===== src/rtl/mult_sequencer.sv =====
// mult_sequencer
//   Two-requester, single-engine shift-add multiplier. A round-robin arbiter
//   accepts one operand pair at a time. The pair is multiplied over WIDTH
//   shift-add steps, and the product is held until the consumer takes it.
//
//   State table
//     state | meaning
//     IDLE  | waiting for a request; ready is driven to the granted requester
//     RUN   | WIDTH shift-add steps, then one edge latching the product
//     DONE  | result presented; held until res_ready
//
// Ports
//   clk, rst_n                 clock, async active-low reset
//   reqN_valid/ready/a/b       requester N operand handshake (N = 0, 1)
//   res_valid/ready            result handshake
//   res_id                     owner of the presented result
//   res_lo/res_hi              product low/high halves
//   busy                       state is not IDLE
module mult_sequencer #(
  parameter int WIDTH = 16
) (
  input  logic             clk,
  input  logic             rst_n,
  input  logic             req0_valid,
  output logic             req0_ready,
  input  logic [WIDTH-1:0] req0_a,
  input  logic [WIDTH-1:0] req0_b,
  input  logic             req1_valid,
  output logic             req1_ready,
  input  logic [WIDTH-1:0] req1_a,
  input  logic [WIDTH-1:0] req1_b,
  output logic             res_valid,
  input  logic             res_ready,
  output logic             res_id,
  output logic [WIDTH-1:0] res_lo,
  output logic [WIDTH-1:0] res_hi,
  output logic             busy
);

  localparam int CW = $clog2(WIDTH + 1);

  typedef enum logic [1:0] {
    IDLE = 2'd0,
    RUN  = 2'd1,
    DONE = 2'd2
  } state_e;

  state_e             state_q, state_d;
  logic               ptr_q, ptr_d;
  logic               owner_q, owner_d;
  logic [2*WIDTH-1:0] mcand_q, mcand_d;
  logic [WIDTH-1:0]   mplier_q, mplier_d;
  logic [2*WIDTH-1:0] acc_q, acc_d;
  logic [CW-1:0]      cnt_q, cnt_d;
  logic               res_id_q, res_id_d;
  logic [WIDTH-1:0]   res_lo_q, res_lo_d;
  logic [WIDTH-1:0]   res_hi_q, res_hi_d;
  logic               grant1;

  // Requester 1 wins when it is alone or when both ask and the pointer names it.
  assign grant1 = req1_valid && (!req0_valid || ptr_q);

  always_ff @(posedge clk or negedge rst_n) begin
    if (!rst_n) begin
      state_q  <= IDLE;
      ptr_q    <= 1'b0;
      owner_q  <= 1'b0;
      mcand_q  <= '0;
      mplier_q <= '0;
      acc_q    <= '0;
      cnt_q    <= '0;
      res_id_q <= 1'b0;
      res_lo_q <= '0;
      res_hi_q <= '0;
    end else begin
      state_q  <= state_d;
      ptr_q    <= ptr_d;
      owner_q  <= owner_d;
      mcand_q  <= mcand_d;
      mplier_q <= mplier_d;
      acc_q    <= acc_d;
      cnt_q    <= cnt_d;
      res_id_q <= res_id_d;
      res_lo_q <= res_lo_d;
      res_hi_q <= res_hi_d;
    end
  end

  always_comb begin
    state_d    = state_q;
    ptr_d      = ptr_q;
    owner_d    = owner_q;
    mcand_d    = mcand_q;
    mplier_d   = mplier_q;
    acc_d      = acc_q;
    cnt_d      = cnt_q;
    res_id_d   = res_id_q;
    res_lo_d   = res_lo_q;
    res_hi_d   = res_hi_q;
    req0_ready = 1'b0;
    req1_ready = 1'b0;

    case (state_q)
      IDLE: begin
        req0_ready = req0_valid && !grant1;
        req1_ready = grant1;
        if (req0_valid || req1_valid) begin
          mcand_d  = {{WIDTH{1'b0}}, (grant1 ? req1_a : req0_a)};
          mplier_d = grant1 ? req1_b : req0_b;
          acc_d    = '0;
          cnt_d    = '0;
          owner_d  = grant1;
          ptr_d    = !grant1;
          state_d  = RUN;
        end
      end

      RUN: begin
        // After WIDTH steps the counter reaches WIDTH. That final RUN edge
        // copies the finished product into the result registers.
        if (cnt_q == CW'(WIDTH)) begin
          res_lo_d = acc_q[WIDTH-1:0];
          res_hi_d = acc_q[2*WIDTH-1:WIDTH];
          res_id_d = owner_q;
          state_d  = DONE;
        end else begin
          if (mplier_q[0]) begin
            acc_d = acc_q + mcand_q;
          end
          mcand_d  = mcand_q << 1;
          mplier_d = mplier_q >> 1;
          cnt_d    = cnt_q + CW'(1);
        end
      end

      DONE: begin
        if (res_ready) begin
          state_d = IDLE;
        end
      end

      default: begin
        state_d = IDLE;
      end
    endcase
  end

  assign res_valid = (state_q == DONE);
  assign busy      = (state_q != IDLE);
  assign res_id    = res_id_q;
  assign res_lo    = res_lo_q;
  assign res_hi    = res_hi_q;

endmodule

===== config.mk =====
export PLATFORM = sky130hd
export DESIGN_NAME = mult_sequencer
export DESIGN_NICKNAME = d
export VERILOG_FILES = /design/src/rtl/mult_sequencer.sv
export SDC_FILE = /design/constraint.sdc
export NUM_CORES = 1
export LEC_CHECK = 0
export ABC_AREA = 1
export BUFFER_PORTS_ARGS = -buffer_cell sky130_fd_sc_hd__buf_2
export CORE_MARGIN = 5
export CORE_UTILIZATION = 58
export DETAILED_ROUTE_END_ITERATION = 7
export HOLD_SLACK_MARGIN = 0.03
export PLACE_DENSITY_LB_ADDON = 0.1
export SYNTH_ARGS = -nofsm -noshare
export SYNTH_HDL_FRONTEND = slang
export SYNTH_SLANG_ARGS = --single-unit
export TNS_END_PERCENT = 20

===== constraint.sdc =====
create_clock -name clk -period 2.3 [get_ports clk]
set_clock_uncertainty 0.15 [all_clocks]
set_input_delay 0 -clock clk [delete_from_list [all_inputs] [get_ports clk]]
set_output_delay 0 -clock clk [all_outputs]
set_load 0.05 [all_outputs]

# [Word-level counts from Yosys, hierarchy flattened]
# Cells that the tools add are included.
[totals] ff_bits=122 input_bits=69 out_inout_bits=37 wordCells=55
[op_classes] add_sub_neg=2 eq_ne=8 muxes=21 n_reduce_logical=14
[ops] op="$mux W32" count=5
[ops] op="$pmux W32 S2" count=2
[ops] op="$mux W16" count=4
[ops] op="$add A32 B32 Y32" count=1
[ops] op="$pmux W16 S2" count=1
[ops] op="$mux W5" count=2
[ops] op="$pmux W5 S2" count=1
[ops] op="$ne A2 B2 Y1 const B" count=4
[ops] op="$mux W2" count=3
[ops] op="$pmux W2 S3" count=1
[ops] op="$reduce_and A3 Y1" count=2
[ops] op="$add A5 B1 Y5 const B" count=1
[ops] op="$eq A5 B5 Y1 const B" count=1
[ops] op="$reduce_and A2 Y1" count=2
[ops] op="$reduce_and A4 Y1" count=1
[ops] op="$reduce_bool A2 Y1" count=2
[ops] op="$eq A2 B1 Y1 const B" count=1
[ops] op="$eq A2 B2 Y1 const B" count=1
[ops] op="$logic_and A1 B1 Y1" count=2
[ops] op="$logic_not A1 Y1" count=2
[ops] op="$logic_not A2 Y1" count=1
[ops] op="$logic_or A1 B1 Y1" count=2
[ops] op="$mux W1" count=2
[ops] op="$ne A2 B1 Y1 const B" count=1

# [Logic depth before layout (Yosys ltp)]
[logic_depth] ltp_word=6 depth_mapped=13 depth_no_buf=13

# [Worst setup path after synthesis]
# OpenSTA, ideal clock, no wires.
[synth_timing] path_kind="reg2reg" startpoint="reg mcand_q[0]" endpoint="reg acc_q[28]" setup_time_ns=0.117 arrival_ns=1.706 t_required_ns=2.033 path_slack_ns=0.326 stages_incl_launch_ff=14 n_path_buf=0 synth_period_minus_slack_ns=1.974 path_cell_list="dfrtp_1 -> ha_1 -> inv_1 -> fa_1 -> inv_1 -> nand3_1 -> nand3_1 -> nand3_1 -> nand3_1 -> nand2_1 -> nand2_1 -> nand2_1 -> nand3_1 -> nand2_1"
[synth_via] elab_chain_cells=4
[synth_lines] element="from (decl)" line="51" source="logic [2*WIDTH-1:0] mcand_q, mcand_d;"
[synth_lines] element="from (signal assigned)" line="79" source="mcand_q <= mcand_d;"
[synth_lines] element="$add A32 B32 Y32" line="128" source="acc_d = acc_q + mcand_q;"
[synth_lines] element="$mux W32" line="127" source="if (mplier_q[0]) begin"
[synth_lines] element="$mux W32" line="121" source="if (cnt_q == CW'(WIDTH)) begin"
[synth_lines] element="$pmux W32 S2" line="103" source="case (state_q)"
[synth_lines] element="to (signal assigned)" line="70" source="acc_q <= '0;"
[synth_lines] element="to (signal assigned)" line="81" source="acc_q <= acc_d;"
[synth_lines] element="to (decl)" line="53" source="logic [2*WIDTH-1:0] acc_q, acc_d;"
# No other way between the ends. The select of a mux whose other input is x is not followed.
# A chain may end at the register's enable or synchronous reset.

# [Final worst setup path]
[layout_timing] startpoint="reg ptr_q" endpoint="reg mcand_q[2]"
[layout_via] elab_chain_cells=5
[layout_lines] element="from (decl)" line="49" source="logic ptr_q, ptr_d;"
[layout_lines] element="from (signal assigned)" line="77" source="ptr_q <= ptr_d;"
[layout_lines] element="$logic_or A1 B1 Y1" line="61" source="assign grant1 = req1_valid && (!req0_valid || ptr_q);"
[layout_lines] element="$logic_and A1 B1 Y1" line="61"
[layout_lines] element="$mux W16" line="108" source="mcand_d = {{WIDTH{1'b0}}, (grant1 ? req1_a : req0_a)};"
[layout_lines] element="$mux W32" line="107" source="if (req0_valid || req1_valid) begin"
[layout_lines] element="$pmux W32 S2" line="103"
# No other way between the ends. The select of a mux whose other input is x is not followed.

==> metrics.md <==
| Metric | Value |
|---|---|
| Worst vdd ir | `1120 µV` |
| Count of nets after finishing | `1367` |
| Leakage power total | `5.48 nW` |
| Final setup slack of the worst path | `-0.0792 ns` |
| Violation count after the first detailed-route iteration | `747` |
| Number of storage elements in the synthesis netlist | `122` |
| Count of vias placed by the detailed router | `7738` |
| Type of origin of the critical path | `flip-flop` |
| Clock tree from TritonCTS | `built` |
| Ratio of total power to cell area | `1550 nW/µm²` |
| Fin. max-slew vios | `0` |
| Biggest fanout along the worst timing path | `17` |
| Synthesis-to-layout area growth | `28.8%` |
| Detail-routed net length per standard cell | `15.8 µm` |
| Latest clock arrival within the worst-skew pair | `0.42 ns` |
| Final HPWL from detailed placement | `14000 µm` |
| Height of the die | `124 µm` |
| Number of fillers in the final layout | `934` |
| Cell area after placement | `8320 µm²` |
| Required @ worst endpoint | `2.43 ns` |
| Port-buffer cells | `105` |
| Pin count of the biggest net entering global routing | `123` |
| Clock transition at the register clock pins on the worst setup and hold paths after CTS | `0.06 ns` |
| H-tree levels | `4` |
| Final Cycle Share | `1.03` |
| Global route overflow | `0` |
| I/O pin cnt | `106` |
| Violations in the final reports | `setup timing` |
| Rel. slew slack | `0.516` |
| Fraction of final layout cells sized beyond drive strength 1 | `0.146` |
| Vias in the first global route | `7579` |
| Root Buffer Master | `sky130_fd_sc_hd__clkbuf_16` |
| Gate Count Post-Synth | `1082` |
| Setup_tns | `-0.0792 ns` |
| Tmin final | `2.38 ns` |
| Average cell area after synthesis | `6.99 µm²` |
| Actual slew at the worst max-slew pin | `0.725 ns` |
| Clock buffers created by TritonCTS | `17` |
| Number of enable-type register cells in the synthesized netlist | `0` |
| Arrival time reported for the critical path endpoint | `2.51 ns` |
| DRC violation count after routing | `0` |
| Net count after synthesis | `1185` |
| Setup repair after global routing missed its margin | `true` |
| Type of the setup path with the least slack | `reg2reg` |
| Outcome | `complete, but fails checks` |
| Floorplan die width | `124 µm` |
| First-pass GRT wire length | `37100 µm` |
| Async set-reset flop share out of synthesis | `1.00` |
| Hold crit path type | `in2async` |
| Antenna violations before repair | `2` |
| TritonRoute pass-1 iters | `6` |
| Aggregate routed wire length | `22900 µm` |
| Routability congestion estimate from global placement | `0.936` |
| Main flop type after synthesis | `sky130_fd_sc_hd__dfrtp_1` |
| Unique cell type count in the Yosys netlist | `36` |
| Floorplan core area | `12700 µm²` |
| Total number of clock tree sinks | `122` |
| Synthesized cell area | `7570 µm²` |
| Final hold violations | `0` |
| Total Die Area | `15400 µm²` |
| Effective utilization at floorplan | `0.595` |
| Sequential share of the synthesized area | `0.403` |
| Reported max-cap violation count | `0` |
| Number of nets with antenna violations after detailed routing | `0` |
| Max frequency | `420 MHz` |
| Num rows | `41` |
| Vias per std cell | `5.33` |
| Warnings from Yosys | `0` |
| Category of the worst setup path capture point | `flip-flop` |
| Global-route usage over all layers | `0.295` |
| Setup violators final | `1` |
| Area of all placed cells without fillers | `9750 µm²` |
| Maximum count of clock buffers along a single path | `2` |
## kinds of logic after synthesis
logic type | after synthesis | synth area share
AND/OR/NAND/NOR | 582 | 0.302
AO/OA/AOI/OAI | 133 | 0.0972
adder cells (fa/ha/maj) | 34 | 0.0572
buffers and inverters | 175 | 0.0931
flip-flops | 122 | 0.403
XOR/XNOR | 4 | 0.00463
multiplexers | 32 | 0.0423
## through the flow
| step | cells | hold WS, ns | total power [W] | util | worst slack [ns] |
|---|---|---|---|---|---|
| detailed placement | 1343 | -0.00447 | 0.0117 | 0.654 | 0.0562 |
| floorplan | 1082 | -0.446 | 0.00969 | - | 0.326 |
| finish | 1451 | 0.0224 | 0.0151 | 0.766 | -0.0792 |
| CTS | 1444 | 0.0985 | 0.0146 | 0.755 | 0.0250 |
| global route | 1451 | 0.158 | 0.0164 | 0.766 | -0.160 |
| global placement | 1343 | -0.00731 | 0.0116 | 0.654 | 0.128 |
## final cells by class
type | instances | area [µm²] | share of cell area
Multi-Input combinational cell | 785 | 3880 | 0.398
Tap cell | 172 | 215 | 0.0221
Sequential cell | 122 | 3050 | 0.313
Timing Repair Buffer | 194 | 1470 | 0.150
Clock buffer | 24 | 502 | 0.0515
Inverter | 144 | 541 | 0.0554
Clock inverter | 8 | 90.1 | 0.00924
Antenna cell | 2 | 5.00 | 0.000513
## critical path, stage by stage (launching register included)
cell	delay [ns]
sky130_fd_sc_hd__dfrtp_1	0.41
sky130_fd_sc_hd__o21ai_4	0.18
sky130_fd_sc_hd__buf_6	0.13
sky130_fd_sc_hd__clkbuf_16	0.19
sky130_fd_sc_hd__mux2i_1	0.21
sky130_fd_sc_hd__dlygate4sd3_1	0.57
sky130_fd_sc_hd__nand2_1	0.07
sky130_fd_sc_hd__o21ai_0	0.15
sky130_fd_sc_hd__o21ai_0	0.17
## routing by layer
metal  track usage  wire [µm]  vias up
li1              -          -     3769
met1         0.383       9500     3570
met2         0.474      10800      331
met3        0.0605       1700       68
met4         0.137        896        0
met5             0          0        -
## cell usage in the layout, fill, tap and decap left out, types with 15 or more instances in the layout
master,count
sky130_fd_sc_hd__nand2_1,456
sky130_fd_sc_hd__inv_1,137
sky130_fd_sc_hd__dfrtp_1,122
sky130_fd_sc_hd__buf_2,104
sky130_fd_sc_hd__dlygate4sd3_1,68
sky130_fd_sc_hd__o21ai_0,66
sky130_fd_sc_hd__nor2_1,62
sky130_fd_sc_hd__nand3_1,40
sky130_fd_sc_hd__ha_1,31
sky130_fd_sc_hd__mux2i_1,30
sky130_fd_sc_hd__a21oi_1,23
sky130_fd_sc_hd__clkbuf_16,18
sky130_fd_sc_hd__o22ai_1,15
## path summary, 6_finish.rpt
| kind | slack [ns] | depth (start not counted) | from | endpoint |
|---|---|---|---|---|
| worst max-delay path | -0.08 | 8 | ptr_q$_DFFE_PN0P_ | mcand_q[2]$_DFFE_PN0P_ |
| worst min-delay path | 0.02 | 3 | rst_n | mplier_q[9]$_DFFE_PN0P_ |
| worst max register to register | -0.08 | 8 | ptr_q$_DFFE_PN0P_ | mcand_q[2]$_DFFE_PN0P_ |
| worst min register to register | 0.31 | 2 | res_hi[10]$_DFFE_PN0P_ | res_hi[10]$_DFFE_PN0P_ |
| max in group asynchronous | 1.37 | 3 | rst_n | acc_q[3]$_DFFE_PN0P_ |
| min in group clk | 0.11 | 6 | req1_a[3] | mcand_q[3]$_DFFE_PN0P_ |
## flip-flops by register name, indices dropped and copies added, names as in the netlist
register and count:
mplier_q 16, cnt_q 5, mcand_q 32, state_q 2, res_lo 16, ptr_q 1, owner_q 1, res_id 1
res_hi 16, acc_q 32
## synthesized netlist by cell type (2+ instances only)
library cell | n | area share
sky130_fd_sc_hd__a21oi_1 | 23 | 0.015
sky130_fd_sc_hd__and2_1 | 2 | 0.0017
sky130_fd_sc_hd__buf_2 | 13 | 0.0086
sky130_fd_sc_hd__buf_4 | 4 | 0.0040
sky130_fd_sc_hd__buf_6 | 2 | 0.0030
sky130_fd_sc_hd__clkbuf_1 | 11 | 0.0055
sky130_fd_sc_hd__dfrtp_1 | 122 | 0.40
sky130_fd_sc_hd__ha_1 | 33 | 0.055
sky130_fd_sc_hd__inv_1 | 139 | 0.069
sky130_fd_sc_hd__inv_2 | 5 | 0.0025
sky130_fd_sc_hd__mux2i_1 | 32 | 0.042
sky130_fd_sc_hd__nand2_1 | 460 | 0.23
sky130_fd_sc_hd__nand2_2 | 3 | 0.0025
sky130_fd_sc_hd__nand3_1 | 42 | 0.028
sky130_fd_sc_hd__nand3b_1 | 2 | 0.0020
sky130_fd_sc_hd__nand4_1 | 3 | 0.0025
sky130_fd_sc_hd__nor2_1 | 64 | 0.032
sky130_fd_sc_hd__nor3_1 | 2 | 0.0013
sky130_fd_sc_hd__o211ai_1 | 2 | 0.0020
sky130_fd_sc_hd__o21ai_0 | 67 | 0.044
sky130_fd_sc_hd__o21ai_1 | 14 | 0.0093
sky130_fd_sc_hd__o21ai_2 | 5 | 0.0058
sky130_fd_sc_hd__o21bai_1 | 3 | 0.0030
sky130_fd_sc_hd__o22ai_1 | 15 | 0.012
sky130_fd_sc_hd__xnor2_1 | 3 | 0.0035
## what timing repair did
| item | CTS | global route |
|---|---|---|
| hold buffers | 69 | 0 |
| setup buffers | 0 | 4 |
| setup endpoints to repair | 0 | 47 |
| hold endpoints to repair | 159 | 0 |
| resized for setup | 0 | 19 |
## power breakdown
group	switching [W]	internal, W	leakage, nW
combinational	0.00563	0.00291	3.63
clock	0.000952	0.00173	0.300
sequential	0.000751	0.00312	1.55
Note: power is estimated with default switching activity, not from simulation.
